[config.mk]
export PLATFORM = sky130hd
export DESIGN_NAME = hood_run_scheduler_flat
export DESIGN_NICKNAME = d
export VERILOG_FILES = /design/src/rtl/hood_run_scheduler_if.sv /design/src/rtl/hood_run_scheduler.sv /design/src/flat_wrapper.sv
export SDC_FILE = /design/constraint.sdc
export NUM_CORES = 1
export LEC_CHECK = 0
export CAP_MARGIN = 10
export CELL_PAD_IN_SITES_DETAIL_PLACEMENT = 1
export CELL_PAD_IN_SITES_GLOBAL_PLACEMENT = 2
export CORE_ASPECT_RATIO = 0.6
export CORE_MARGIN = 2
export CORE_UTILIZATION = 31
export DETAILED_ROUTE_END_ITERATION = 8
export PLACE_DENSITY = 0.78
export SYNTH_ARGS = -nofsm -noshare
export SYNTH_HDL_FRONTEND = slang
export SYNTH_SLANG_ARGS = --single-unit
[constraint.sdc]
create_clock -name clk -period 2 [get_ports clk]
set_input_delay 0.3 -clock clk [delete_from_list [all_inputs] [get_ports clk]]
set_output_delay 0.3 -clock clk [all_outputs]
set_load 0.01 [all_outputs]
[src/rtl/hood_run_scheduler_if.sv]
// Hood scheduler boundary: mode requests and power level in, run state and display values out.
// The menu side drives the master modport and the scheduler sits on the slave modport.
interface hood_run_scheduler_if;
  logic       power_on;
  logic       req_valid;
  logic [2:0] req_mode;
  logic [2:0] run_state;
  logic [1:0] fan_level;
  logic [7:0] secs_left;
  logic       hurricane_used;
  logic       clean_done;
  logic       busy;

  modport master (
    output power_on, req_valid, req_mode,
    input  run_state, fan_level, secs_left, hurricane_used, clean_done, busy
  );

  modport slave (
    input  power_on, req_valid, req_mode,
    output run_state, fan_level, secs_left, hurricane_used, clean_done, busy
  );
endinterface

[src/rtl/hood_run_scheduler.sv]
// Kitchen-hood fan run scheduler: standby, L1, L2, one-shot hurricane, exit delay and self-clean.
// All outputs come straight from registers; run_state doubles as the FSM debug view.
module hood_run_scheduler #(
  parameter int TICKS_PER_SEC = 100_000_000,
  parameter int HURR_SEC      = 60,
  parameter int EXIT_SEC      = 60,
  parameter int CLEAN_SEC     = 180
) (
  input logic            clk,
  input logic            rst,
  hood_run_scheduler_if.slave hood
);

  localparam int PW = (TICKS_PER_SEC > 1) ? $clog2(TICKS_PER_SEC) : 1;
  localparam logic [PW-1:0] PRESC_TOP = PW'(TICKS_PER_SEC - 1);

  typedef enum logic [2:0] {
    S_OFF     = 3'd0,
    S_STANDBY = 3'd1,
    S_L1      = 3'd2,
    S_L2      = 3'd3,
    S_HURR    = 3'd4,
    S_EXIT    = 3'd5,
    S_CLEAN   = 3'd6
  } state_t;

  state_t        state, state_next;
  logic [PW-1:0] presc, presc_next;
  logic [7:0]    secs, secs_next;
  logic          hurr_used, hurr_used_next;
  logic          clean_pulse, clean_pulse_next;
  logic [1:0]    fan, fan_next;
  logic          busy_q, busy_next;
  logic          sec_tick;
  logic          expiry;

  // req_valid is a one-cycle strobe with no ready: the scheduler always takes it on the
  // edge it is sampled, and a request that is not legal in the current state is dropped.

  assign sec_tick = (presc == PRESC_TOP);
  assign expiry   = sec_tick && (secs == 8'd1);

  // State register and all registered outputs.
  always_ff @(posedge clk) begin
    if (rst) begin
      state       <= S_OFF;
      presc       <= '0;
      secs        <= '0;
      hurr_used   <= 1'b0;
      clean_pulse <= 1'b0;
      fan         <= 2'd0;
      busy_q      <= 1'b0;
    end else begin
      state       <= state_next;
      presc       <= presc_next;
      secs        <= secs_next;
      hurr_used   <= hurr_used_next;
      clean_pulse <= clean_pulse_next;
      fan         <= fan_next;
      busy_q      <= busy_next;
    end
  end

  // Next-state logic, including countdown and entry loads.
  always_comb begin
    state_next       = state;
    secs_next        = secs;
    hurr_used_next   = hurr_used;
    clean_pulse_next = 1'b0;

    if (!hood.power_on) begin
      state_next = S_OFF;
    end else begin
      case (state)
        S_OFF: state_next = S_STANDBY;
        S_STANDBY: begin
          if (hood.req_valid) begin
            case (hood.req_mode)
              3'b001:  state_next = S_L1;
              3'b010:  state_next = S_L2;
              3'b011:  if (!hurr_used) state_next = S_HURR;
              3'b100:  state_next = S_CLEAN;
              default: state_next = S_STANDBY;
            endcase
          end
        end
        S_L1, S_L2: begin
          if (hood.req_valid) begin
            case (hood.req_mode)
              3'b000:  state_next = S_STANDBY;
              3'b001:  state_next = S_L1;
              3'b010:  state_next = S_L2;
              3'b011:  if (!hurr_used) state_next = S_HURR;
              default: state_next = state;
            endcase
          end
        end
        S_HURR: begin
          // Expiry outranks a simultaneous standby request.
          if (expiry) begin
            state_next = S_L2;
          end else begin
            if (sec_tick) secs_next = secs - 8'd1;
            if (hood.req_valid && hood.req_mode == 3'b000) state_next = S_EXIT;
          end
        end
        S_EXIT: begin
          if (expiry)        state_next = S_STANDBY;
          else if (sec_tick) secs_next  = secs - 8'd1;
        end
        S_CLEAN: begin
          if (expiry) begin
            state_next       = S_STANDBY;
            clean_pulse_next = 1'b1;
          end else if (sec_tick) begin
            secs_next = secs - 8'd1;
          end
        end
        default: state_next = S_OFF;
      endcase
    end

    // Any state change reloads the countdown for the state being entered.
    if (state_next != state) begin
      case (state_next)
        S_HURR: begin
          secs_next      = 8'(HURR_SEC);
          hurr_used_next = 1'b1;
        end
        S_EXIT:  secs_next = 8'(EXIT_SEC);
        S_CLEAN: secs_next = 8'(CLEAN_SEC);
        default: secs_next = 8'd0;
      endcase
    end

    if (state_next == S_OFF) hurr_used_next = 1'b0;

    if (state_next != state || sec_tick) presc_next = '0;
    else                                 presc_next = presc + 1'b1;
  end

  // Output decode of the upcoming state, registered alongside it.
  always_comb begin
    fan_next  = 2'd0;
    busy_next = 1'b0;
    case (state_next)
      S_L1:    fan_next = 2'd1;
      S_L2:    fan_next = 2'd2;
      S_HURR:  begin fan_next = 2'd3; busy_next = 1'b1; end
      S_EXIT:  begin fan_next = 2'd3; busy_next = 1'b1; end
      S_CLEAN: busy_next = 1'b1;
      default: fan_next = 2'd0;
    endcase
  end

  assign hood.run_state      = state;
  assign hood.fan_level      = fan;
  assign hood.secs_left      = secs;
  assign hood.hurricane_used = hurr_used;
  assign hood.clean_done     = clean_pulse;
  assign hood.busy           = busy_q;

endmodule

[src/flat_wrapper.sv]
// flat-port wrapper written by rule: the top's interface ports become plain ports
module hood_run_scheduler_flat 
#(
  parameter int TICKS_PER_SEC = 100_000_000,
  parameter int HURR_SEC      = 60,
  parameter int EXIT_SEC      = 60,
  parameter int CLEAN_SEC     = 180
)
  (clk, rst, hood_power_on, hood_req_valid, hood_req_mode, hood_run_state, hood_fan_level, hood_secs_left, hood_hurricane_used, hood_clean_done, hood_busy);
  hood_run_scheduler_if hood_i ();
  input logic clk;
  input logic rst;
  input wire logic [$bits(hood_i.power_on)-1:0] hood_power_on;
  input wire logic [$bits(hood_i.req_valid)-1:0] hood_req_valid;
  input wire logic [$bits(hood_i.req_mode)-1:0] hood_req_mode;
  output wire logic [$bits(hood_i.run_state)-1:0] hood_run_state;
  output wire logic [$bits(hood_i.fan_level)-1:0] hood_fan_level;
  output wire logic [$bits(hood_i.secs_left)-1:0] hood_secs_left;
  output wire logic [$bits(hood_i.hurricane_used)-1:0] hood_hurricane_used;
  output wire logic [$bits(hood_i.clean_done)-1:0] hood_clean_done;
  output wire logic [$bits(hood_i.busy)-1:0] hood_busy;
  assign hood_i.power_on = hood_power_on;
  assign hood_i.req_valid = hood_req_valid;
  assign hood_i.req_mode = hood_req_mode;
  assign hood_run_state = hood_i.run_state;
  assign hood_fan_level = hood_i.fan_level;
  assign hood_secs_left = hood_i.secs_left;
  assign hood_hurricane_used = hood_i.hurricane_used;
  assign hood_clean_done = hood_i.clean_done;
  assign hood_busy = hood_i.busy;
  hood_run_scheduler #(.TICKS_PER_SEC(TICKS_PER_SEC), .HURR_SEC(HURR_SEC), .EXIT_SEC(EXIT_SEC), .CLEAN_SEC(CLEAN_SEC)) u_core (.clk(clk), .rst(rst), .hood(hood_i));
endmodule
# Yosys cells after proc, flatten, opt, wreduce, memory -nomap -nowiden
# Cells that the tools add are included.
[totals]
ff_bits = 43
in_bits = 7
out_inout_bits = 16
elab_cells = 68
[classes]
n_addsub = 2
n_eq_ne = 19
mux = 19
bitwise = 2
reduce_logical = 19
[op_table]
columns = ["op", "count"]
rows = [
  ["8-bit two-way mux", 5],
  ["27-bit by 1-bit adder with 27-bit output (second input constant)", 1],
  ["27-bit == test (second input constant)", 1],
  ["3-bit one-hot mux with 4 select lines", 2],
  ["3-bit == test (second input constant)", 7],
  ["3-bit two-way mux", 7],
  ["3-bit by 2-bit == test with 1-bit output (second input constant)", 6],
  ["8-bit one-hot mux with 2 select lines", 1],
  ["3-bit one-hot mux with 5 select lines", 1],
  ["2-bit OR reduction", 5],
  ["3-bit zero test", 3],
  ["3-bit OR reduction", 3],
  ["8-bit by 1-bit == test with 1-bit output (second input constant)", 1],
  ["8-bit by 1-bit subtractor with 8-bit output (second input constant)", 1],
  ["3-bit by 1-bit == test with 1-bit output (second input constant)", 2],
  ["2-bit one-hot mux with 3 select lines", 1],
  ["2-bit nonzero test", 3],
  ["4-bit AND reduction", 1],
  ["3-bit inequality test", 1],
  ["1-bit logical AND", 2],
  ["1-bit two-way mux", 2],
  ["2-bit inequality test (second input constant)", 1],
  ["1-bit inverter", 2],
  ["2-bit AND reduction", 1],
  ["1-bit logical OR", 1],
]

# Longest topological paths before layout
[depth]
word_depth = 10
depth_mapped = 9
mapped_depth_nobuf = 8

# Worst setup path after synthesis
# No wires, ideal clock.
[synth_timing]
path_type = "in2reg"
from = "input port hood_req_mode[0]"
to = "register u_core.secs[3] (netlist: u_core.hood.secs_left[3])"
setup_time_ns = 0.134
t_arrival_ns = 1.893
required_time_ns = 1.866
path_slack_ns = -0.027
stages = 7
n_path_buf = 1
cell_sequence = "clkbuf_2 and3b_1 o22ai_1 mux2_2 or3_1 nor4b_1 a211oi_1"
[synth_between]
elab_chain_len = 10
elab_cells_between_ends = 26
classes_between = "eq/ne: 9; mux: 10; reduce/logical: 7"
[synth_rtl]
columns = ["item", "line", "text"]
rows = [
  ["from (decl)", "flat_wrapper.sv:15", "input wire logic [$bits(hood_i.req_mode)-1:0] hood_req_mode;"],
  ["parallel branches: the longest is 4 deep, another holds 3-bit one-hot mux with 4 select lines", "-", ""],
  ["3-bit one-hot mux with 5 select lines *", "hood_run_scheduler.sv:74", "case (state)"],
  ["3-bit two-way mux *", "hood_run_scheduler.sv:71", "if (!hood.power_on) begin"],
  ["3-bit == test", "hood_run_scheduler.sv:125", "case (state_next)"],
  ["2-bit OR reduction (no line)", "-", ""],
  ["8-bit one-hot mux with 2 select lines", "hood_run_scheduler.sv:125", ""],
  ["8-bit two-way mux", "hood_run_scheduler.sv:124", "if (state_next != state) begin"],
  ["to (signal assigned)", "hood_run_scheduler.sv:56", "secs <= secs_next;"],
  ["to (decl)", "hood_run_scheduler.sv:29", "logic [7:0] secs, secs_next;"],
]
# Mark *: on every way between the ends.
# A chain may end at the register's enable or synchronous reset.

# Final worst setup path
[layout_timing]
from = "register u_core.state[2] (netlist: u_core.hood.run_state[2])"
to = "register u_core.hurr_used (netlist: u_core.hood.hurricane_used)"
[layout_between]
elab_chain_len = 7
elab_cells_between_ends = 24
classes_between = "eq/ne: 8; mux: 10; reduce/logical: 6"
[layout_rtl]
columns = ["item", "line", "text"]
rows = [
  ["from (decl)", "hood_run_scheduler.sv:27", "state_t state, state_next;"],
  ["from (signal assigned)", "hood_run_scheduler.sv:54", "state <= state_next;"],
  ["3-bit two-way mux", "hood_run_scheduler.sv:81, hood_run_scheduler.sv:93", ""],
  ["3-bit one-hot mux with 4 select lines, on equally long branches", "hood_run_scheduler.sv:89, hood_run_scheduler.sv:78", ""],
  ["3-bit two-way mux, on equally long branches", "hood_run_scheduler.sv:88, hood_run_scheduler.sv:77", ""],
  ["3-bit one-hot mux with 5 select lines", "hood_run_scheduler.sv:74", ""],
  ["3-bit two-way mux", "hood_run_scheduler.sv:71", ""],
  ["3-bit == test (tied with other cells)", "hood_run_scheduler.sv:125", ""],
  ["2-bit AND reduction (no line) / 2-bit OR reduction (equally long branches)", "-", ""],
  ["to (signal assigned)", "hood_run_scheduler.sv:57", "hurr_used <= hurr_used_next;"],
  ["to (decl)", "hood_run_scheduler.sv:30", "logic hurr_used, hurr_used_next;"],
]
# Parallel ways exist; a longest one is shown, timed or not.

==> impl_metrics.prom <==
# TYPE chip_impl_metric gauge
chip_impl_info{name="outcome",value="complete, but fails checks"} 1
chip_impl_info{name="failing_checks",value="setup timing"} 1
chip_impl_metric{name="peakVddDrop",unit="V"} 0.000317
chip_impl_metric{name="gp_congestion",unit=""} 0.855
chip_impl_metric{name="cts_htree_levels",unit=""} 2
chip_impl_metric{name="critical_path_peak_fanout",unit=""} 6
chip_impl_metric{name="design_power_total",unit="W"} 0.00211
chip_impl_metric{name="chipHeight",unit="um"} 72.8
chip_impl_metric{name="fp-row-count",unit=""} 25
chip_impl_metric{name="cts_max_path_buffers",unit=""} 2
chip_impl_metric{name="ys_types",unit=""} 56
chip_impl_metric{name="timing.max_slew.rel_slack",unit=""} 0.662
chip_impl_metric{name="track_usage",unit=""} 0.193
chip_impl_metric{name="tritoncts.num_buffers",unit=""} 5
chip_impl_metric{name="max-cap-violations",unit=""} 0
chip_impl_metric{name="initial_core_util",unit=""} 0.315
chip_impl_metric{name="routed_wirelength",unit="um"} 8260
chip_impl_metric{name="synth_area",unit="um^2"} 2440
chip_impl_metric{name="antenna_violations_before_repair",unit=""} 0
chip_impl_metric{name="core_footprint",unit="um^2"} 7760
chip_impl_metric{name="timing.final.crit_share",unit=""} 1.02
chip_impl_info{name="worst_setup_path_end_kind",value="flip-flop"} 1
chip_impl_metric{name="count_of_pins_over_their_slew_limit",unit=""} 0
chip_impl_info{name="cts_tree",value="done"} 1
chip_impl_metric{name="fmax",unit="MHz"} 492
chip_impl_info{name="crit_path_cell_trace",value="buf_6 > nor2_1 > o31a_1 > a31oi_2 > o21ai_2 > nand2_1 > a32o_1"} 1
chip_impl_metric{name="fin_ws",unit="ns"} -0.0332
chip_impl_metric{name="dieArea",unit="um^2"} 8630
chip_impl_metric{name="final_layout_size_suffix_gt1_frac",unit=""} 0.396
chip_impl_metric{name="route.antenna.remaining_nets",unit=""} 0
chip_impl_metric{name="fp.dieW",unit="um"} 119
chip_impl_metric{name="syn_avg_cell_area",unit="um^2"} 8.63
chip_impl_metric{name="clock-skew-final",unit="ns"} 0.00478
chip_impl_info{name="ys.flop_type",value="sky130_fd_sc_hd__dfxtp_1"} 1
chip_impl_metric{name="hold_slack",unit="ns"} 0.544
chip_impl_metric{name="clock-sinks",unit=""} 43
chip_impl_metric{name="synth_edf_count",unit=""} 0
chip_impl_metric{name="hpwlAfterDp",unit="um"} 5780
chip_impl_info{name="cp_top_delay_family",value="compound AO/OA/AOI/OAI gates"} 1
chip_impl_metric{name="ant_diodes",unit=""} 0
chip_impl_metric{name="hold_buffer_count_at_cts",unit=""} 0
chip_impl_info{name="setup.worst_path.start_class",value="flip-flop"} 1
chip_impl_metric{name="grt-ovfl-total",unit=""} 0
chip_impl_info{name="grt_setup_unrepaired",value="true"} 1
chip_impl_metric{name="number_of_remaining_drc_errors",unit=""} 0
chip_impl_metric{name="setup_slack_at_placement",unit="ns"} -0.593
chip_impl_metric{name="critical_path.n_buffers_inverters",unit=""} 1
chip_impl_metric{name="finalHoldViolCount",unit=""} 0
chip_impl_metric{name="i_o_buffers",unit=""} 22
chip_impl_info{name="cpMaxStageDelayCell",value="sky130_fd_sc_hd__dfxtp_4"} 1
chip_impl_metric{name="initialDrtViolationCount",unit=""} 156
chip_impl_metric{name="post-route-min-period",unit="ns"} 2.03
chip_impl_metric{name="leakagePower",unit="nW"} 1.42
chip_impl_metric{name="worstPathArrival",unit="ns"} 2.21
chip_impl_metric{name="synth_warnings",unit=""} 0
chip_impl_metric{name="mapped_nets",unit=""} 293
chip_impl_metric{name="grt_pass1_vias",unit=""} 2472
chip_impl_metric{name="post_synth_inst_count",unit=""} 283
chip_impl_info{name="ctsRootBufferMaster",value="sky130_fd_sc_hd__clkbuf_16"} 1
chip_impl_metric{name="cts.clk_slew.worst_paths",unit="ns"} 0.06
chip_impl_info{name="holdCritPathClass",value="reg -> reg"} 1
chip_impl_metric{name="timing.critical_path.slowest_cell_delay",unit="ns"} 0.37
chip_impl_metric{name="worst-endpoint-required",unit="ns"} 2.18
chip_impl_metric{name="worstSkewPairLatency",unit="ns"} 0.29
chip_impl_metric{name="ys_async_sr_fraction",unit=""} 0
chip_impl_metric{name="ys_seq_elements",unit=""} 43
chip_impl_metric{name="routed_wire_length_per_instance",unit="um"} 17.1
chip_impl_metric{name="num_io_pins",unit=""} 23
chip_impl_metric{name="avgViaCountPerCell",unit=""} 5.08
chip_impl_metric{name="power_density",unit="nW/um^2"} 554
chip_impl_metric{name="grt_max_degree",unit=""} 31
chip_impl_metric{name="timing.final.setup_violations",unit=""} 5
chip_impl_metric{name="area_growth_syn_to_layout",unit="%"} 55.7
chip_impl_metric{name="tightestPinTransition",unit="ns"} 0.503
chip_impl_metric{name="routed-via-count",unit=""} 2447
chip_impl_info{name="critPathKind",value="reg -> reg"} 1
chip_impl_metric{name="layout.nets",unit=""} 383
chip_impl_metric{name="sequential_area_share_after_synthesis",unit=""} 0.352
chip_impl_metric{name="wire_length_of_the_first_global_routing_pass",unit="um"} 13000
chip_impl_metric{name="drt_pre_antenna_iters",unit=""} 4
==> Yosys cell counts (4+ instances only) <==
cell type / n / area, um^2
sky130_fd_sc_hd__nor3_1: 32 / 160
sky130_fd_sc_hd__a211oi_1: 4 / 30.0
sky130_fd_sc_hd__xnor2_1: 12 / 105
sky130_fd_sc_hd__xor2_1: 18 / 158
sky130_fd_sc_hd__nand2_1: 18 / 67.6
sky130_fd_sc_hd__buf_2: 9 / 45.0
sky130_fd_sc_hd__and3_1: 8 / 50.1
sky130_fd_sc_hd__mux2i_1: 4 / 40.0
sky130_fd_sc_hd__nor2_1: 22 / 82.6
sky130_fd_sc_hd__o21ai_0: 5 / 25.0
sky130_fd_sc_hd__nand4_1: 7 / 43.8
sky130_fd_sc_hd__inv_1: 9 / 33.8
sky130_fd_sc_hd__nor3b_1: 5 / 37.5
sky130_fd_sc_hd__dfxtp_1: 43 / 861
sky130_fd_sc_hd__nand3_1: 20 / 100
==> cells by family (layout without fill, tap and decap cells) <==
kind of cell	count (synthesis)	in the layout	share of synthesized area
and+or+nand+nor	148	148	0.365
DFF	43	43	0.352
xor gates and xnor gates	30	30	0.108
AOI/OAI and AO/OA	29	29	0.0881
buffers and inverters	23	114	0.0415
muxes	6	6	0.0256
adders and majority gates	4	4	0.0195
==> sequential cells by signal, summed over array words and instances, names as in the netlist <==
register                    count
u_core.hood.busy                1
u_core.hood.secs_left           8
u_core.presc                   27
u_core.hood.fan_level           2
u_core.hood.run_state           3
u_core.hood.clean_done          1
u_core.hood.hurricane_used      1
==> path summary, 6_finish.rpt <==
check	startpoint	endpoint	slack, ns	cells past startpoint
worst min-delay path	u_core.presc[0]$_SDFF_PP0_	u_core.presc[0]$_SDFF_PP0_	0.54	2
worst min register to register	u_core.presc[0]$_SDFF_PP0_	u_core.presc[0]$_SDFF_PP0_	0.54	2
worst max register to register	u_core.hood.run_state[2]$_SDFF_PP0_	u_core.hood.hurricane_used$_SDFFE_PP0P_	-0.03	7
worst max-delay path	u_core.hood.run_state[2]$_SDFF_PP0_	u_core.hood.hurricane_used$_SDFFE_PP0P_	-0.03	7
==> final cells by class <==
type / count / area, um^2
tap: 108 / 135
sequential: 43 / 875
clock buffer: 5 / 125
inverter: 9 / 33.8
fill: 915 / 3960
timing repair buffer: 97 / 818
clock inverter: 3 / 20.0
multi-input combinational: 217 / 1800
==> metal layers <==
layer | vias up | wire length (um) | track usage
met5 | - | 0 | 0
met4 | 0 | 93 | 0.0516
met3 | 6 | 375 | 0.0438
met2 | 42 | 3400 | 0.274
met1 | 1188 | 4390 | 0.290
li1 | 1211 | - | -
==> power by group <==
| part | total, W | leakage, nW | switching (W) | internal [W] |
|---|---|---|---|---|
| clock network | 0.000815 | 0.0658 | 0.000355 | 0.000460 |
| registers | 0.000894 | 0.351 | 0.0000198 | 0.000874 |
| logic | 0.000397 | 0.999 | 0.000203 | 0.000194 |
==> stage by stage <==
step	util	cells	instance area, um^2	setup TNS, ns
global route	0.490	482	3800	-2.69
detailed placement	0.418	465	3240	-22.17
global placement	0.418	465	3240	-19.30
CTS	0.460	476	3570	0
finish	0.490	482	3800	-0.0946
floorplan	-	283	2450	0
==> worst reg2reg max path, cell delays in order, from the launching register on <==
cell,delay (ns)
sky130_fd_sc_hd__dfxtp_4,0.37
sky130_fd_sc_hd__buf_6,0.13
sky130_fd_sc_hd__nor2_1,0.24
sky130_fd_sc_hd__o31a_1,0.24
sky130_fd_sc_hd__a31oi_2,0.07
sky130_fd_sc_hd__o21ai_2,0.33
sky130_fd_sc_hd__nand2_1,0.23
sky130_fd_sc_hd__a32o_1,0.31
==> placed cells by master, fill, tap and decap left out, types with 3 or more instances in the layout <==
cell type                         Yosys  final
sky130_fd_sc_hd__a211oi_1             4      3
sky130_fd_sc_hd__and3_1               8      7
sky130_fd_sc_hd__buf_4                0     68
sky130_fd_sc_hd__buf_6                0      5
sky130_fd_sc_hd__clkbuf_16            0      6
sky130_fd_sc_hd__clkdlybuf4s50_1      0     17
sky130_fd_sc_hd__dfxtp_1             43     36
sky130_fd_sc_hd__dfxtp_2              0      5
sky130_fd_sc_hd__dlygate4sd2_1        0      3
sky130_fd_sc_hd__inv_1                9      9
sky130_fd_sc_hd__mux2i_1              4      3
sky130_fd_sc_hd__nand2_1             18     18
sky130_fd_sc_hd__nand3_1             20     17
sky130_fd_sc_hd__nand4_1              7      7
sky130_fd_sc_hd__nor2_1              22     18
sky130_fd_sc_hd__nor2_2               0      3
sky130_fd_sc_hd__nor2b_1              3      3
sky130_fd_sc_hd__nor3_1              32     24
sky130_fd_sc_hd__nor3_2               1      8
sky130_fd_sc_hd__nor3b_1              5      3
sky130_fd_sc_hd__nor4_4               2      4
sky130_fd_sc_hd__o211ai_1             3      3
sky130_fd_sc_hd__xnor2_1             12     12
sky130_fd_sc_hd__xor2_1              18     18
==> repair_timing <==
action                     in CTS  in global routing
resized for setup              40                 46
setup buffers                   4                  6
setup endpoints to repair      41                 39
hold endpoints to repair        0                  0
gates cloned                    0                  1
pin swaps                       6                 13
Note: power is estimated with default switching activity, not from simulation.
